<file path="src/rtl/axi_vram_pkg.sv">
`default_nettype none
// ============================================================================
// Module  : axi_vram_pkg
// Brief   : Shared FSM state type and response codes for the AXI4-Lite VRAM
//           responder.
// Revision: 1.0 - initial release
// ============================================================================
package axi_vram_pkg;

    typedef enum logic [2:0] {
        IDLE       = 3'd0,
        WR_ISSUE   = 3'd1,
        WR_RESP    = 3'd2,
        RD_ISSUE   = 3'd3,
        RD_CAPTURE = 3'd4,
        RD_RESP    = 3'd5
    } axi_vram_state_t;

    localparam logic [1:0] RESP_OKAY   = 2'b00;
    localparam logic [1:0] RESP_SLVERR = 2'b10;

endpackage
`default_nettype wire

</file>
<file path="src/rtl/axi_lite_vram_responder.sv">
`default_nettype none
// ============================================================================
// Module  : axi_lite_vram_responder
// Brief   : AXI4-Lite slave mapping reads/writes onto one synchronous memory
//           port. Optional macro VRAM_RANGE_CHECK_EN enables SLVERR on
//           out-of-range accesses; otherwise the word index wraps.
// Revision: 1.0 - initial release
// ============================================================================
module axi_lite_vram_responder
    import axi_vram_pkg::*;
#(
    parameter int C_AXI_DATA_WIDTH = 32,
    parameter int C_AXI_ADDR_WIDTH = 32,
    parameter int DEPTH            = 2048
) (
    input  logic                          axi_aclk,
    input  logic                          axi_aresetn,
    input  logic [C_AXI_ADDR_WIDTH-1:0]   axi_awaddr,
    input  logic [2:0]                    axi_awprot,
    input  logic                          axi_awvalid,
    output logic                          axi_awready,
    input  logic [C_AXI_DATA_WIDTH-1:0]   axi_wdata,
    input  logic [C_AXI_DATA_WIDTH/8-1:0] axi_wstrb,
    input  logic                          axi_wvalid,
    output logic                          axi_wready,
    output logic [1:0]                    axi_bresp,
    output logic                          axi_bvalid,
    input  logic                          axi_bready,
    input  logic [C_AXI_ADDR_WIDTH-1:0]   axi_araddr,
    input  logic [2:0]                    axi_arprot,
    input  logic                          axi_arvalid,
    output logic                          axi_arready,
    output logic [C_AXI_DATA_WIDTH-1:0]   axi_rdata,
    output logic [1:0]                    axi_rresp,
    output logic                          axi_rvalid,
    input  logic                          axi_rready,
    output logic                          mem_en,
    output logic [C_AXI_DATA_WIDTH/8-1:0] mem_we,
    output logic [$clog2(DEPTH)-1:0]      mem_addr,
    output logic [C_AXI_DATA_WIDTH-1:0]   mem_wdata,
    input  logic [C_AXI_DATA_WIDTH-1:0]   mem_rdata
);

    localparam int c_MEM_AW = $clog2(DEPTH);
    localparam int c_IDX_W  = C_AXI_ADDR_WIDTH - 2;
    localparam int c_STRB_W = C_AXI_DATA_WIDTH / 8;

    axi_vram_state_t               r_state;
    axi_vram_state_t               w_next;
    logic                          r_aw_hold;
    logic                          r_w_hold;
    logic [c_IDX_W-1:0]            r_awidx;
    logic [c_IDX_W-1:0]            r_aridx;
    logic [C_AXI_DATA_WIDTH-1:0]   r_wdata;
    logic [c_STRB_W-1:0]           r_wstrb;
    logic                          r_bvalid;
    logic [1:0]                    r_bresp;
    logic                          r_rvalid;
    logic [1:0]                    r_rresp;
    logic [C_AXI_DATA_WIDTH-1:0]   r_rdata;

    logic w_idle;
    logic w_aw_hs;
    logic w_w_hs;
    logic w_ar_hs;
    logic w_wr_ok;
    logic w_rd_ok;
    logic w_unused;

    // Readies are gated by reset so they read 0 while reset is asserted.
    assign w_idle      = (r_state == IDLE);
    assign axi_awready = axi_aresetn && w_idle && !r_aw_hold;
    assign axi_wready  = axi_aresetn && w_idle && !r_w_hold;
    assign axi_arready = axi_aresetn && w_idle && !r_aw_hold && !r_w_hold
                         && !axi_awvalid && !axi_wvalid;

    assign w_aw_hs = axi_awvalid && axi_awready;
    assign w_w_hs  = axi_wvalid  && axi_wready;
    assign w_ar_hs = axi_arvalid && axi_arready;

`ifdef VRAM_RANGE_CHECK_EN
    localparam logic [c_IDX_W-1:0] c_DEPTH_IDX = c_IDX_W'(DEPTH);
    assign w_wr_ok  = (r_awidx < c_DEPTH_IDX);
    assign w_rd_ok  = (r_aridx < c_DEPTH_IDX);
    assign w_unused = ^{axi_awprot, axi_arprot, axi_awaddr[1:0], axi_araddr[1:0]};
`else
    assign w_wr_ok  = 1'b1;
    assign w_rd_ok  = 1'b1;
    assign w_unused = ^{axi_awprot, axi_arprot, axi_awaddr[1:0], axi_araddr[1:0],
                        r_awidx[c_IDX_W-1:c_MEM_AW], r_aridx[c_IDX_W-1:c_MEM_AW]};
`endif

    always_ff @(posedge axi_aclk or negedge axi_aresetn) begin
        if (!axi_aresetn) begin
            r_state <= IDLE;
        end else begin
            r_state <= w_next;
        end
    end

    always_comb begin
        w_next    = r_state;
        mem_en    = 1'b0;
        mem_we    = '0;
        mem_addr  = '0;
        mem_wdata = '0;
        unique case (r_state)
            IDLE: begin
                if ((r_aw_hold || w_aw_hs) && (r_w_hold || w_w_hs)) begin
                    w_next = WR_ISSUE;
                end else if (w_ar_hs) begin
                    w_next = RD_ISSUE;
                end
            end
            WR_ISSUE: begin
                mem_en    = 1'b1;
                mem_addr  = r_awidx[c_MEM_AW-1:0];
                mem_wdata = r_wdata;
                mem_we    = w_wr_ok ? r_wstrb : '0;
                w_next    = WR_RESP;
            end
            WR_RESP: begin
                if (axi_bready) w_next = IDLE;
            end
            RD_ISSUE: begin
                mem_en   = 1'b1;
                mem_addr = r_aridx[c_MEM_AW-1:0];
                w_next   = RD_CAPTURE;
            end
            RD_CAPTURE: begin
                w_next = RD_RESP;
            end
            RD_RESP: begin
                if (axi_rready) w_next = IDLE;
            end
            default: w_next = IDLE;
        endcase
    end

    // Each write half is latched independently; both clear once issued.
    always_ff @(posedge axi_aclk or negedge axi_aresetn) begin
        if (!axi_aresetn) begin
            r_aw_hold <= 1'b0;
            r_w_hold  <= 1'b0;
            r_awidx   <= '0;
            r_wdata   <= '0;
            r_wstrb   <= '0;
            r_aridx   <= '0;
        end else begin
            if (r_state == WR_ISSUE) begin
                r_aw_hold <= 1'b0;
                r_w_hold  <= 1'b0;
            end else begin
                if (w_aw_hs) begin
                    r_aw_hold <= 1'b1;
                    r_awidx   <= axi_awaddr[C_AXI_ADDR_WIDTH-1:2];
                end
                if (w_w_hs) begin
                    r_w_hold <= 1'b1;
                    r_wdata  <= axi_wdata;
                    r_wstrb  <= axi_wstrb;
                end
            end
            if (w_ar_hs) r_aridx <= axi_araddr[C_AXI_ADDR_WIDTH-1:2];
        end
    end

    always_ff @(posedge axi_aclk or negedge axi_aresetn) begin
        if (!axi_aresetn) begin
            r_bvalid <= 1'b0;
            r_bresp  <= RESP_OKAY;
            r_rvalid <= 1'b0;
            r_rresp  <= RESP_OKAY;
            r_rdata  <= '0;
        end else begin
            if (r_state == WR_ISSUE) begin
                r_bvalid <= 1'b1;
                r_bresp  <= w_wr_ok ? RESP_OKAY : RESP_SLVERR;
            end else if ((r_state == WR_RESP) && axi_bready) begin
                r_bvalid <= 1'b0;
            end
            if (r_state == RD_CAPTURE) begin
                r_rvalid <= 1'b1;
                r_rdata  <= w_rd_ok ? mem_rdata : '0;
                r_rresp  <= w_rd_ok ? RESP_OKAY : RESP_SLVERR;
            end else if ((r_state == RD_RESP) && axi_rready) begin
                r_rvalid <= 1'b0;
            end
        end
    end

    assign axi_bvalid = r_bvalid;
    assign axi_bresp  = r_bresp;
    assign axi_rvalid = r_rvalid;
    assign axi_rresp  = r_rresp;
    assign axi_rdata  = r_rdata;

endmodule
`default_nettype wire

</file>
<file path="config.mk">
export PLATFORM = sky130hd
export DESIGN_NAME = axi_lite_vram_responder
export DESIGN_NICKNAME = d
export VERILOG_FILES = /design/src/rtl/axi_vram_pkg.sv /design/src/rtl/axi_lite_vram_responder.sv
export SDC_FILE = /design/constraint.sdc
export NUM_CORES = 1
export LEC_CHECK = 0
export BUFFER_PORTS_ARGS = -buffer_cell sky130_fd_sc_hd__buf_2
export CAP_MARGIN = 20
export CORE_MARGIN = 3
export CORE_UTILIZATION = 42
export CTS_BUF_LIST = sky130_fd_sc_hd__clkbuf_8
export DETAILED_ROUTE_END_ITERATION = 7
export PLACE_DENSITY = 0.79
export RECOVER_POWER = 50
export SLEW_MARGIN = 40
export SYNTH_ARGS = -nofsm -noshare
export SYNTH_HDL_FRONTEND = slang
export SYNTH_SLANG_ARGS = --single-unit
</file>
<file path="constraint.sdc">
create_clock -name axi_aclk -period 1.7 [get_ports axi_aclk]
set_input_delay 0.085 -clock axi_aclk [delete_from_list [all_inputs] [get_ports axi_aclk]]
set_output_delay 0.085 -clock axi_aclk [all_outputs]
set_load 0.02 [all_outputs]
</file>
* After elaboration in Yosys (flattened, before gate mapping) *
Index checks and enable logic that the tools add are counted.

storage, ports and cells
  flip-flop bits (word level) = 97
  input bits = 145

cells by class
  equal/unequal tests = 8
  muxes and demuxes = 17
  bitwise logic cells = 1
  reductions and logical operators = 27

operators by type and width
  kind                                                  number
  2-to-1 mux 32 bit                                     1
  case mux 11 bit (2 select lines)                      1
  case mux 3 bit (6 select lines)                       1
  logical AND 1 bit                                     12
  2-to-1 mux 3 bit                                      4
  2-to-1 mux 1 bit                                      9
  nonzero test 2 bit                                    4
  equality test 3 x 2 -> 1 bit (second input constant)  2
  equality test 3 bit (second input constant)           2
  logical NOT 1 bit                                     4
  2-to-1 mux 4 bit                                      1
  != test 2 bit (second input constant)                 2
  AND reduction 2 bit                                   2
  equality test 3 x 1 -> 1 bit (second input constant)  1
  logical NOT 3 bit                                     1
  != test 3 x 1 -> 1 bit (second input constant)        1
  AND reduction 3 bit                                   1
  logical OR 1 bit                                      2
  OR reduction 2 bit                                    1
  NOT 1 bit                                             1

* Longest topological paths before layout *
  depth in word-level cells = 10
  gate-level depth with buffers = 7

* Least setup slack after synthesis *
Ideal clock, no wire load.

  kind = reg2reg
  start = register r_state[1]
  end = register r_aridx[10]
  data arrival time = 1.558 ns
  required time = 1.575 ns
  slack = 0.017 ns
  cell stages (with the launch flop) = 6
  path buffers = 2
  clock period less this slack = 1.683 ns
  cell sequence = dfrtp_1 buf_6 nor4b_4 and3_1 buf_4 mux2_2

on the way
  cells in the longest elaborated chain, start to end = 7

RTL lines
  item                            RTL line                        text
  start: declaration              axi_lite_vram_responder.sv:48   axi_vram_state_t r_state;
  start signal: assignment        axi_lite_vram_responder.sv:97   r_state <= w_next;
  logical NOT 3 bit               axi_lite_vram_responder.sv:71   assign w_idle = (r_state == IDLE);
  logical AND 1 bit (3 in a row)  axi_lite_vram_responder.sv:74   assign axi_arready = axi_aresetn && w_idle && !r_aw_hold && !r_w_hold
  logical AND 1 bit (2 in a row)  axi_lite_vram_responder.sv:75   && !axi_awvalid && !axi_wvalid;
  logical AND 1 bit               axi_lite_vram_responder.sv:79   assign w_ar_hs = axi_arvalid && axi_arready;
  end signal: assignment          axi_lite_vram_responder.sv:164  if (w_ar_hs) r_aridx <= axi_araddr[C_AXI_ADDR_WIDTH-1:2];
  end: declaration                axi_lite_vram_responder.sv:53   logic [c_IDX_W-1:0] r_aridx;

No other way between the ends.
A chain may end at the register's enable or synchronous reset.

* Worst setup path after layout *
  start = register r_state[1]
  end = output port axi_awready

on the way
  cells in the longest elaborated chain, start to end = 3

RTL lines
  item                            RTL line                       text
  logical NOT 3 bit               axi_lite_vram_responder.sv:71
  logical AND 1 bit (2 in a row)  axi_lite_vram_responder.sv:72  assign axi_awready = axi_aresetn && w_idle && !r_aw_hold;
  end: declaration                axi_lite_vram_responder.sv:21  output logic axi_awready,

No other way between the ends.

==> summary.txt <==
Share of layout cells above drive strength 1 -> 47.2%
Core footprint -> 9910 um2
DR DRC count -> 0
Top Metal Used -> met4
Outcome -> finished clean
Yosys top cell area share -> 56.1%
Rows -> 36
Pwr/cell area -> 1640 nW/um2
Antenna-violating nets left -> 0
Root buf cell -> clkbuf_8
First-pass GRT wire length -> 18600 um
RSZ-0062 raised after global routing -> yes
Final period utilization -> 99.2%
Final Hold Fails -> 0
CP required -> 1.62 ns
Crit path buffers/inverters -> 2
Routed wl met2 -> 6400 um
DRT Wirelength -> 12200 um
GP Congestion -> 0.702
Clock Tree Buf Depth -> 2
Clock transition at path regs -> 0.08 ns
Most frequent CP cell -> buf_4
Final core utilization -> 67.5%
Critical Path AT -> 1.60 ns
Starting Density -> 43.7%
Largest family of logic cells by synthesized area -> multiplexers
Met1 wire length -> 4990 um
Peak VDD IR -> 0.764 mV
Post-synthesis xor/xnor area fraction -> 0%
First-pass iteration count of the detailed router -> 4
Top delay family on crit path -> simple AND/OR/NAND/NOR gates
Vias/cell -> 4.87
Vias in the first global route -> 3757
PortBufs -> 181
Clock Skews -> 0.00847 ns
GRT overflow -> 0
Synth top area cells -> dfrtp_1, mux2_2, mux2_4, and3_1, mux2i_1
TritonCTS clock tree -> done
Latest clock arrival within the worst-skew pair -> 0.35 ns
Layout area overhead -> 54.6%
CP max-delay cell -> dfrtp_1
Leakage -> 3.41 nW
Library cells used by synthesis -> 29
Nature of the critical path startpoint -> flip-flop
Crit-path cells -> nor4b_4, buf_4, nor2b_1, buf_4
Syn Inst Count -> 308
Nets -> 740
CTS buffer count -> 9
Total power -> 11.0 mW
Cell area after synthesis -> 4330 um2
Worst setup EP type -> primary output
Synthesis Warnings -> 0
Initial antenna violation count -> 0
Clock sink count -> 97
DR WL met3 -> 658 um
Ant diodes -> 0
Final HPWL DP -> 7130 um
Most common cell after layout, fill and taps aside -> buf_2
I/O Pins -> 234
Worst slew pin tran -> 0.578 ns
Max-cap violations -> 0
Die Area -> 11600 um2
Mux cell area share after synthesis -> 28.6%
Mapped Avg Cell Area -> 14.1 um2
Iter 0 DRT Violations -> 226
Vias -> 3562
Largest net degree at the start of global routing -> 66
Minimum clock period -> 1.69 ns
Max Freq -> 0.593 GHz
Post-synthesis adder-cell area fraction -> 0%
Gr usage total -> 20.6%
Max incr delay on CP -> 0.42 ns
WL/cell -> 16.7 um
Synthesis-stage register bit count -> 97
Synth Area in Compound Gates -> 1.79%
Worst Hold Class -> in -> reg
Register area share after synthesis -> 56.1%
CP Class -> reg -> out
Simple-gate share of the synthesized area -> 9.48%
Endpoints failing setup -> 0
Crit Path Max Fanout -> 5
Die Ht -> 108 um
Leading area contributor after synthesis -> dfrtp_1
H-tree levels -> 3
Max Slew Vio Count -> 0
Normalized max-slew margin -> 61.4%
Leading cell types in the layout, fill and taps excluded -> buf_2, dfrtp_1, dlygate4sd3_1
Die span in x -> 108 um
-- synth_stat cells --
cell type   n
and2_1      1
conb_1      1
inv_1       3
nand3b_1    2
buf_6       5
nor4_1      1
a211oi_1    2
and3_1     37
a21oi_1     5
o21ai_0     1
a2111oi_0   1
a21o_1      1
nor2_1     15
nor4b_4     1
nor2b_1     2
o31ai_1     1
o22a_1      1
mux2_4     30
nand2b_1    2
mux2_2     60
nor3b_2     1
buf_4       5
nand2_1     1
nand3_1     3
nor3b_1     2
mux2i_1    11
buf_2       7
dfrtp_1    97
clkbuf_1    9
-- timing repair --
item,CTS,global route
gates cloned,0,2
endpoints found under the setup margin,46,50
pin swaps,1,1
resized for setup,5,13
hold buffers,93,0
endpoints found under the hold margin,124,0
setup buffers,1,3
-- worst reg2reg max path, cell delays in order, from the launching register on --
cell	delay, ns
dfrtp_1	0.42
buf_6	0.14
buf_4	0.14
nor3b_4	0.25
buf_4	0.23
mux2_2	0.36
-- metal layers --
metal / up-vias / GRT usage, %
met2: 140 / 36.5
met4: 0 / 7.66
li1: 1646 / -
met3: 14 / 3.36
met1: 1762 / 25.1
met5: - / 0
-- worst paths after layout --
| kind | cells after the start | end | slack (ns) | startpoint |
|---|---|---|---|---|
| setup reg to reg | 5 | axi_rdata[27] | 0.05 | r_state[1] |
| hold reg to reg | 1 | axi_rvalid | 0.48 | axi_rvalid |
| min in group asynchronous | 3 | r_wdata[11] | 0.37 | axi_aresetn |
| setup / recovery | 4 | axi_awready | 0.01 | r_state[1] |
| hold / removal | 3 | r_w_hold | 0.05 | axi_wvalid |
| max in group asynchronous | 4 | r_wdata[30] | 0.43 | axi_aresetn |
-- registers in the layout, summed over array words and instances, names as in the netlist --
register and count:
axi_rvalid 1, r_awidx 11, r_wdata 32, r_state 3, r_wstrb 4, r_aw_hold 1
axi_rdata 32, r_aridx 11, axi_bvalid 1, r_w_hold 1
-- where the power goes --
part	internal (mW)	switching (mW)	total, mW	leakage [nW]
clock	0.726	0.766	1.49	0.101
combinational	2.69	2.68	5.37	2.14
sequential	3.48	0.633	4.11	1.17
total	6.89	4.08	11.0	3.41
-- cell families after synthesis --
kind of cell | after synthesis
buffers and inverters | 29
AND/OR/NAND/NOR | 68
other | 1
AO/OA/AOI/OAI | 12
flip-flops | 97
multiplexers | 101
-- stage by stage --
step                instances  TNS [ns]  hold WS, ns  cell area (um2)  setup slack [ns]
floorplan                 311         0       -0.211             4340            0.0171
global placement          618         0        0.145             5460             0.128
detailed placement        618         0        0.159             5460            0.0790
finish                    732         0       0.0483             6690            0.0136
global route              732    -0.131       0.0593             6690           -0.0509
CTS                       727  -0.00533      0.00757             6620          -0.00299
-- layout make-up --
type | instances | area, um2
Clock buffer | 14 | 193
Clock inverter | 1 | 7.51
Fill cell | 744 | 3220
Inverter | 3 | 17.5
Multi-Input combinational cell | 185 | 1770
Sequential cell | 97 | 2430
Tap cell | 133 | 166
Timing Repair Buffer | 299 | 2110
(Power assumes the default switching activity.)
